**config.mk**
```make
export PLATFORM = sky130hd
export DESIGN_NAME = mux_n_1_pipe
export DESIGN_NICKNAME = d
export VERILOG_FILES = /design/src/rtl/mux_n_1_pipe.sv
export SDC_FILE = /design/constraint.sdc
export NUM_CORES = 1
export LEC_CHECK = 0
export CAP_MARGIN = 0
export CORE_AREA = 8 8 102 85
export CTS_BUF_LIST = sky130_fd_sc_hd__clkbuf_16
export DETAILED_ROUTE_END_ITERATION = 8
export DIE_AREA = 0 0 110 93
export PLACE_DENSITY = 0.81
export REMOVE_ABC_BUFFERS = 1
export SYNTH_ARGS = -nofsm -noshare
export SYNTH_HDL_FRONTEND = slang
export SYNTH_SLANG_ARGS = --single-unit
```
**constraint.sdc**
```tcl
create_clock -name clk_i -period 0.9 [get_ports clk_i]
set_input_delay 0.135 -clock clk_i [delete_from_list [all_inputs] [get_ports clk_i]]
set_output_delay 0.135 -clock clk_i [all_outputs]
set_load 0.005 [all_outputs]
```
**src/rtl/mux_n_1_pipe.sv**
```systemverilog
// N:1 data multiplexer with a single registered output stage supporting stall and flush.
// Define MUX_SEL_ERR_EN to build in the out-of-range select monitor (sticky flag + saturating count).
module mux_n_1_pipe #(
  parameter int unsigned NB_DATA = 32,
  parameter int unsigned N_IN    = 4,
  parameter int unsigned NB_SEL  = 2
) (
  input  logic                    clk_i,
  input  logic                    rst_n_i,
  input  logic [N_IN*NB_DATA-1:0] data_i,
  input  logic [NB_SEL-1:0]       sel_i,
  input  logic                    valid_i,
  input  logic                    stall_i,
  input  logic                    flush_i,
  output logic [NB_DATA-1:0]      data_o,
  output logic                    valid_o,
  output logic                    sel_err_o,
  output logic [7:0]              err_cnt_o
);

  localparam int unsigned NB_CNT = 8;

  logic [NB_DATA-1:0] ops [N_IN];
  logic [NB_DATA-1:0] pick_c;
  logic               accept_c;
  logic [NB_DATA-1:0] data_q, data_d;
  logic               valid_q, valid_d;

  for (genvar k = 0; k < N_IN; k++) begin : g_ops
    assign ops[k] = data_i[k*NB_DATA +: NB_DATA];
  end

  // Unmatched select values fall through to operand 0.
  always_comb begin
    pick_c = ops[0];
    for (int unsigned k = 1; k < N_IN; k++) begin
      if (sel_i == NB_SEL'(k)) pick_c = ops[k];
    end
  end

  assign accept_c = valid_i & ~stall_i & ~flush_i;

  // Flush beats stall beats load.
  always_comb begin
    data_d  = data_q;
    valid_d = valid_q;
    if (flush_i) begin
      data_d  = '0;
      valid_d = 1'b0;
    end else if (!stall_i) begin
      valid_d = valid_i;
      if (valid_i) data_d = pick_c;
    end
  end

  always_ff @(posedge clk_i or negedge rst_n_i) begin
    if (!rst_n_i) begin
      data_q  <= '0;
      valid_q <= 1'b0;
    end else begin
      data_q  <= data_d;
      valid_q <= valid_d;
    end
  end

  assign data_o  = data_q;
  assign valid_o = valid_q;

`ifdef MUX_SEL_ERR_EN
  logic              sel_oor_c;
  logic              err_q, err_d;
  logic [NB_CNT-1:0] cnt_q, cnt_d;

  // With a fully populated select space no value can be out of range.
  if (N_IN < (1 << NB_SEL)) begin : g_oor
    assign sel_oor_c = (sel_i >= NB_SEL'(N_IN));
  end else begin : g_full
    assign sel_oor_c = 1'b0;
  end

  always_comb begin
    err_d = err_q;
    cnt_d = cnt_q;
    if (accept_c && sel_oor_c) begin
      err_d = 1'b1;
      if (cnt_q != {NB_CNT{1'b1}}) cnt_d = cnt_q + NB_CNT'(1);
    end
  end

  always_ff @(posedge clk_i or negedge rst_n_i) begin
    if (!rst_n_i) begin
      err_q <= 1'b0;
      cnt_q <= '0;
    end else begin
      err_q <= err_d;
      cnt_q <= cnt_d;
    end
  end

  assign sel_err_o = err_q;
  assign err_cnt_o = cnt_q;
`else
  logic unused_accept;
  assign unused_accept = accept_c;
  assign sel_err_o     = 1'b0;
  assign err_cnt_o     = '0;
`endif

endmodule

```
**Yosys cells after proc, flatten, opt, wreduce, memory -nomap -nowiden**

Index checks and enable logic that the tools add are counted.

- Output and inout bits: 42
- Flip-flop bits (word level): 33

- Equal/unequal tests: 4
- Muxes and demuxes: 8
- Reduce and logical (&&, ||, !) cells: 2

Operator list:

| cell | number |
|---|---|
| $mux W32 | 6 |
| $eq A2 B2 Y1 const B | 2 |
| $eq A2 B1 Y1 const B | 1 |
| $mux W1 | 2 |
| $ne A2 B1 Y1 const B | 1 |
| $reduce_and A2 Y1 | 1 |
| $reduce_bool A2 Y1 | 1 |

**Longest topological paths before layout**

Gate-level depths: netlist of the first run.

- Depth in word-level cells: 7
- Gate-level depth with buffers: 5
- Depth with buffers taken out: 3

**Worst setup path before layout of the first run**

OpenSTA, ideal clock, no wires.

- Path kind: input to register
- Start: input port sel_i[1]
- End: register data_q[0], in the netlist data_o[0]
- Library setup time: 0.064 ns
- Arrival: 1.099 ns
- Cell stages on the path: 5
- Setup slack: -0.263 ns
- Path buffers: 2
- Cell sequence: or4b_1 -> buf_2 -> buf_6 -> o22ai_2 -> a21o_1

- Word-level cells in the longest chain between the ends: 7

Ends and longest elaborated chain:

| element | RTL line | source |
|---|---|---|
| start: declaration | 11 | `input logic [NB_SEL-1:0] sel_i,` |
| $eq A2 B1 Y1 | 37 | `if (sel_i == NB_SEL'(k)) pick_c = ops[k];` |
| $mux W32 (2 in series) | 37 |  |
| $mux W32 (*) | 37 |  |
| $mux W32 (*) | 52 | `if (valid_i) data_d = pick_c;` |
| $mux W32 (*) | 50 | `end else if (!stall_i) begin` |
| $mux W32 (*) | 47 | `if (flush_i) begin` |
| end signal: assignment | 61 | `data_q <= data_d;` |
| end: declaration | 26 | `logic [NB_DATA-1:0] data_q, data_d;` |

Mark *: on every way between the ends. The rest lies on a longest branch, timed or not. The select of a mux whose other input is x is not followed.
A chain may end at the register's enable or synchronous reset.

**Worst setup path after layout of the first run**

- Start: input port sel_i[1]
- End: register data_q[13], in the netlist data_o[13]

Same word-level chain as after synthesis.

==> run_results.csv, run 1 <==
group,metric,value,unit
timing,setup_viol,62,
power_and_ir_drop,p_switching,1.235,mW
worst_hold_path,hold_class,"primary input to flop",
die,die_width,110,um
clocking,cts_buffer_depth,2,
die,num_rows,28,
die,initial_core_util,33.36,%
clocking,cts.clk_slew.worst_paths,0.05,ns
setup_path,cp_max_fo,8,
clocking,clock-sinks,33,
power_and_ir_drop,vdd_drop_max,0.6527,mV
power_and_ir_drop,clock_power_share,32.3,%
grt,grt_pass1_wl,14140,um
final_layout,fillers,560,
power_and_ir_drop,share_comb_of_total_power,35.0,%
routing,vias,2427,
timing,post-route-min-period,1.127,ns
setup_path,critical_path_class,"primary input to flop",
yosys,synth.largest_area_cell,"dfrtp_1",
clocking,cts_buffers,5,
yosys,yosys_warnings,0,
routing,routed_wl,9737,um
die,io_pins,177,
yosys,synth_commonest_cells,"mux2i_1, dfrtp_1, a21o_1, o22ai_2, buf_4",
setup_path,timing.rr.start,"data_o[1]$_DFFE_PN0P_",
timing,final_hold_viol_count,0,
routing,drc,0,
routing,dr.pass1.iters,4,
setup_path,regToRegSetupSlack,0.03,ns
power_and_ir_drop,seqPwrFrac,32.7,%
placed_design,finalWeightedCongestion,0.7592,
clocking,cts-root-buf,"clkbuf_16",
routing,antenna_left,0,
yosys,synthArstFlopShare,100.0,%
timing,drv_slew,0,
yosys,syn_inst,196,
yosys,yosysMostFrequentCell,"mux2i_1",
power_and_ir_drop,p_int,3.703,mW
clocking,cts-htree-levels,2,
outcome,status,"finished, violations left",
setup_path,startpoint,"sel_i[1]",
final_layout,fin_nets,550,
placed_design,io_buffers,167,
setup_path,reg2reg_depth,3,
routing,post_drt_wl_per_cell,19.24,um
yosys,seq_area_frac_synth,34.81,%
grt,grt_max_degree,34,
final_layout,area_growth,106.4,%
clocking,clock_latency,0.27,ns
setup_path,reg2reg_to,"data_o[1]$_DFFE_PN0P_",
final_layout,multiInputGateArea,1494,um2
routing,viasPerCell,4.796,
yosys,synth-main-ff-cell,"dfrtp_1",
yosys,synth_top_area_share,34.81,%
yosys,avgSynthCellArea,12.10,um2
yosys,ys_seq_elements,33,
timing,fin_setup_tns,-6.153,ns
grt,grt_pass1_vias,2725,
final_layout,drive_gt1_share,36.54,%
timing,worst_clock_skew,0,ns
outcome,violations,"setup timing",
yosys,synth_edf_count,0,
setup_path,crit_path_end_kind,"flop",
die,fp.coreArea,7112,um2
timing,fmax,0.8874,GHz
run,maxCapViolations,0,
timing,fin_crit_sh,125.2,%
final_layout,register_area,825.8,um2
grt,grt_use_total,17.91,%
grt,antenna_found_initial,0,
timing,setup_ws,-0.2269,ns
die,die-height,93,um
placed_design,dp.cells,465,
setup_path,endpoint,"data_o[13]$_DFFE_PN0P_",
setup_path,crit_arrival,1.34,ns
setup_path,cp_data_required_time,1.11,ns
power_and_ir_drop,p_per_area,1008,nW/um2
yosys,ys_types,18,
timing,rsz0062_at_grt,"yes",
routing,drtIter0Drc,36,
yosys,netlist_area,2372,um2
power_and_ir_drop,power.leakage,2.564,nW
grt,overflow,0,
placed_design,dpl.hpwl,6809,um
clocking,cts_tree,"done",
power_and_ir_drop,swShare,25.01,%
yosys,synthTopCellsByArea,"dfrtp_1, mux2i_1, o22ai_2",
final_layout,final_cells,506,
die,dieArea,10230,um2
setup_path,critical_path.startpoint_type,"primary input",
final_layout,n_antenna_cell,0,
## flip-flops by register name, indices dropped and copies added, names as in the netlist
signal   cells
data_o      32
valid_o      1
## cells in the final DEF, fill, tap and decap left out, drive strengths merged
cell type      Yosys  final
or4b               1      1
dfrtp             33     33
clkinv             0      2
nand4bb            1      1
bufbuf             0      3
mux2i             65     65
o22ai             31     31
nor2               3      3
buf               23     98
a21oi              1      1
a211o              1      1
dlygate4sd3        0      1
clkbuf             1      6
conb               1      9
a21o              31     31
inv                1      2
clkdlybuf4s50      0    128
## routing by layer
metal	vias up	global-route usage [%]	share of wire (%)
met5	-	0	0
met4	0	2.245	0.25
met3	2	6.392	10
met2	108	32.85	52
met1	1152	19.69	38
li1	1165	-	-
## kinds of logic (layout without fill, tap and decap cells)
family / after synthesis / in the layout / synth area share, %
other cells: 1 / 9 / 0.1581
flops: 33 / 33 / 34.81
buf+inv: 28 / 240 / 9.757
mux: 65 / 65 / 27.43
simple gates: 5 / 5 / 1.371
compound gates: 64 / 64 / 26.48
## worst min path at each step
stage	start	end	slack [ns]	cells past startpoint
after CTS	flush_i	valid_o$_DFFE_PN0P_	0.12	3
final	flush_i	valid_o$_DFFE_PN0P_	0.15	3
after global routing	flush_i	valid_o$_DFFE_PN0P_	0.14	3
after floorplan	rst_n_i	data_o[0]$_DFFE_PN0P_	-0.16	0
after detailed placement	rst_n_i	data_o[28]$_DFFE_PN0P_	0.11	2
after global placement	rst_n_i	data_o[28]$_DFFE_PN0P_	0.11	2
## per-stage QoR
step | power (mW) | hold slack (ns) | instance area, um2 | setup WS, ns | utilization (%)
final | 4.938 | 0.1476 | 4897 | -0.2269 | 68.86
after floorplan | 2.055 | -0.1606 | 2175 | -1.204 | -
after CTS | 4.871 | 0.1181 | 4686 | -0.2037 | 65.89
after global routing | 5.174 | 0.1399 | 4897 | -0.2496 | 68.86
after global placement | 3.151 | 0.1070 | 4305 | -0.8656 | 60.54
after detailed placement | 3.184 | 0.1068 | 4305 | -0.8966 | 60.54
## what timing repair did
item / 4_1_cts / 5_1_grt
gates resized for setup: 168 / 17
hold endpoints to repair: 33 / 0
pin swaps: 4 / 6
cloned: 7 / 1
setup buffers: 14 / 11
setup endpoints to repair: 65 / 65
hold buffers: 1 / 0
## power groups by stage
stage | logic [mW] | registers [mW] | clock network, mW
after detailed placement | 1.54 | 1.64 | 0
after floorplan | 0.406 | 1.65 | 0
after global routing | 1.84 | 1.62 | 1.71
final | 1.73 | 1.61 | 1.59
after CTS | 1.63 | 1.61 | 1.63
after global placement | 1.51 | 1.64 | 0
## final cells by class
type,count,area share [%]
multi-input combinational,143,30.51
clock inverter,3,0.2810
clock buffer,5,2.555
sequential,33,16.86
tap,90,2.299
timing repair buffer,231,47.42
inverter,1,0.07665
## worst max-delay path, cell delays in order
cell and delay, ns:
buf_6 0.09, or4b_4 0.59, buf_12 0.17, buf_16 0.15, o22ai_4 0.09, a21o_1 0.10
Power figures use the tool's default switching activity.
==> run 2: changes to the inputs <==
Settings changed: CTS_CLUSTER_SIZE from default to 16.
==> results of run 2 <==
Same layout as run 1: the final DEF is identical, and so are final timing and power.
==> run 3: changes to the inputs <==
Settings changed: GPL_ROUTABILITY_DRIVEN from default to 0.
Clock period 0.9 ns to 1.4 ns, I/O delays scaled along.
==> run 3 against run 2 <==
  * The flow now finishes without violations
  * Total power is 39% lower
  * Die area unchanged
  * Critical endpoint is now data_o[28]
  * Flip-flop and latch count unchanged
  * Largest cell class unchanged
  * Via count shrank 7.8%
  * Largest power group is now registers
  * Routed wire length fell by 13%
  * Final cell count down 8.5%
  * Sequential power fell by 35%
  * First-iteration DRC count decreased by 31%
  * Clock skew did not move
  * Utilization down 6.2 points
  * Non-clock buffer count is 42 lower
==> run_results.csv, run 3 (synthesis results as in run 1) <==
group,metric,value,unit
routing,post_drt_wl_per_cell,18.30,um
clocking,cts_buffer_depth,2,
die,die-height,93,um
placed_design,pre_cts_ws,-0.4700,ns
clocking,cts_buffers,5,
placed_design,dpl.hpwl,6839,um
timing,fin_crit_sh,96.94,%
power_and_ir_drop,swShare,23.46,%
power_and_ir_drop,share_comb_of_total_power,32.1,%
timing,fmax,0.7368,GHz
timing,setup_viol,0,
placed_design,io_buffers,167,
worst_hold_path,hold_class,"primary input to flop",
timing,rsz0062_at_grt,"no",
timing,worst_clock_skew,0,ns
routing,dr.pass1.iters,3,
final_layout,area_growth,87.71,%
clocking,cts.clk_slew.worst_paths,0.05,ns
grt,grt_use_total,15.90,%
die,dieArea,10230,um2
die,io_pins,177,
timing,timing.hold.ws,0.3652,ns
clocking,cts_tree,"done",
final_layout,register_area,825.8,um2
routing,drc,0,
final_layout,n_antenna_cell,0,
final_layout,fillers,578,
final_layout,multiInputGateArea,1364,um2
power_and_ir_drop,p_int,2.289,mW
outcome,status,"completed",
die,num_rows,28,
power_and_ir_drop,p_switching,701.7,uW
power_and_ir_drop,vdd_drop_max,0.4029,mV
routing,vias,2238,
power_and_ir_drop,p_per_area,671.7,nW/um2
setup_path,critical_path_class,"flop to primary output",
setup_path,crit_arrival,1.15,ns
routing,drtIter0Drc,25,
worst_hold_path,holdCritStartpoint,"flush_i",
setup_path,critPathSlowestCell,"clkdlybuf4s50_1",
routing,antenna_left,0,
setup_path,crit_path_end_kind,"primary output",
setup_path,startpoint,"data_o[28]$_DFFE_PN0P_",
power_and_ir_drop,total_power,2.991,mW
setup_path,timing.rr.start,"data_o[17]$_DFFE_PN0P_",
placed_design,place_area,4188,um2
power_and_ir_drop,power.leakage,2.273,nW
final_layout,final_common_cell,"clkdlybuf4s50_1",
timing,final_hold_viol_count,0,
setup_path,cp_data_required_time,1.19,ns
final_layout,drive_gt1_share,16.62,%
power_and_ir_drop,clock_power_share,33.1,%
grt,antenna_found_initial,0,
die,die_width,110,um
setup_path,path_buf_inv,1,
power_and_ir_drop,seqPwrFrac,34.8,%
final_layout,largest_reg_flops,32,
die,initial_core_util,33.36,%
clocking,cts-htree-levels,2,
final_layout,fin_nets,508,
setup_path,cp_cell_sequence,"clkdlybuf4s50_1",
grt,overflow,0,
clocking,clock_latency,0.27,ns
setup_path,path_delay_family,"buffers and inverters",
grt,grt_pass1_wl,12630,um
setup_path,cp_max_fo,2,
grt,grt_max_degree,28,
timing,setup_ws,0.04279,ns
routing,routed_wl,8474,um
run,maxCapViolations,0,
routing,viasPerCell,4.834,
clocking,cts-root-buf,"clkbuf_16",
clocking,clock-sinks,33,
grt,grt_pass1_vias,2453,
final_layout,final_area,4453,um2
die,fp.coreArea,7112,um2
final_layout,utilization,62.61,%
setup_path,critical_path.startpoint_type,"flop",
timing,post-route-min-period,1.357,ns
timing,drv_slew,0,
setup_path,slowest_delay,0.52,ns
final_layout,final_cell_mix,"clkdlybuf4s50_1, mux2i_1, dfrtp_1",
==> run 3: cell types whose count changed in the layout (fill, tap and decap cells not counted), moves of 5 or more <==
cell,delta
o22ai_2,+8
buf_6,-6
clkdlybuf4s50_1,+29
mux2i_1,+7
mux2i_2,-5
buf_2,-34
o22ai_4,-8
buf_4,-31
==> run 3: cell type report <==
type                    instances  share of cell area (%)
well taps                      90                   2.529
inverters                       1                 0.08429
clock buffers                   5                   2.810
multi-input cells             143                   30.63
repair buffers                189                   45.24
flip-flops and latches         33                   18.54
clock inverters                 2                  0.1686
==> run 3: path summary, 6_finish.rpt <==
path	cells after the start	slack, ns	endpoint
hold / removal	3	0.37	valid_o$_DFFE_PN0P_
setup reg to reg	1	0.66	data_o[17]$_DFFE_PN0P_
hold reg to reg	1	0.47	data_o[30]$_DFFE_PN0P_
setup / recovery	1	0.04	data_o[28]
max in group asynchronous	3	0.42	data_o[5]$_DFFE_PN0P_
min in group asynchronous	2	0.39	data_o[28]$_DFFE_PN0P_
==> run 3: power groups by stage <==
stage          clock network (mW)  logic (mW)  registers (mW)
2_1_floorplan                   0       0.261            1.06
3_3_place_gp                    0       0.934            1.05
3_5_place_dp                    0       0.951            1.06
4_1_cts                      1.01       0.977            1.04
5_1_grt                      1.07        1.03            1.05
6_report                    0.991       0.960            1.04
==> run 3: what timing repair did <==
action	CTS	global route
resized for setup	8	4
hold endpoints to repair	15	0
pin swaps	1	0
endpoints found under the setup margin	32	4
hold buffers	1	0
setup buffers	1	0
cloned	3	0
==> run 3: per-layer routing <==
metal / wire [um] / track usage, %
met1: 3168 / 17.17
met2: 4084 / 27.42
met3: 1105 / 7.148
met4: 116 / 4.377
met5: 0 / 0
==> run 3: per-stage QoR <==
stage / TNS, ns / cells
CTS: 0 / 463
global route: 0 / 463
global placement: -13.36 / 451
floorplan: -24.62 / 177
finish: 0 / 463
detailed placement: -14.12 / 451
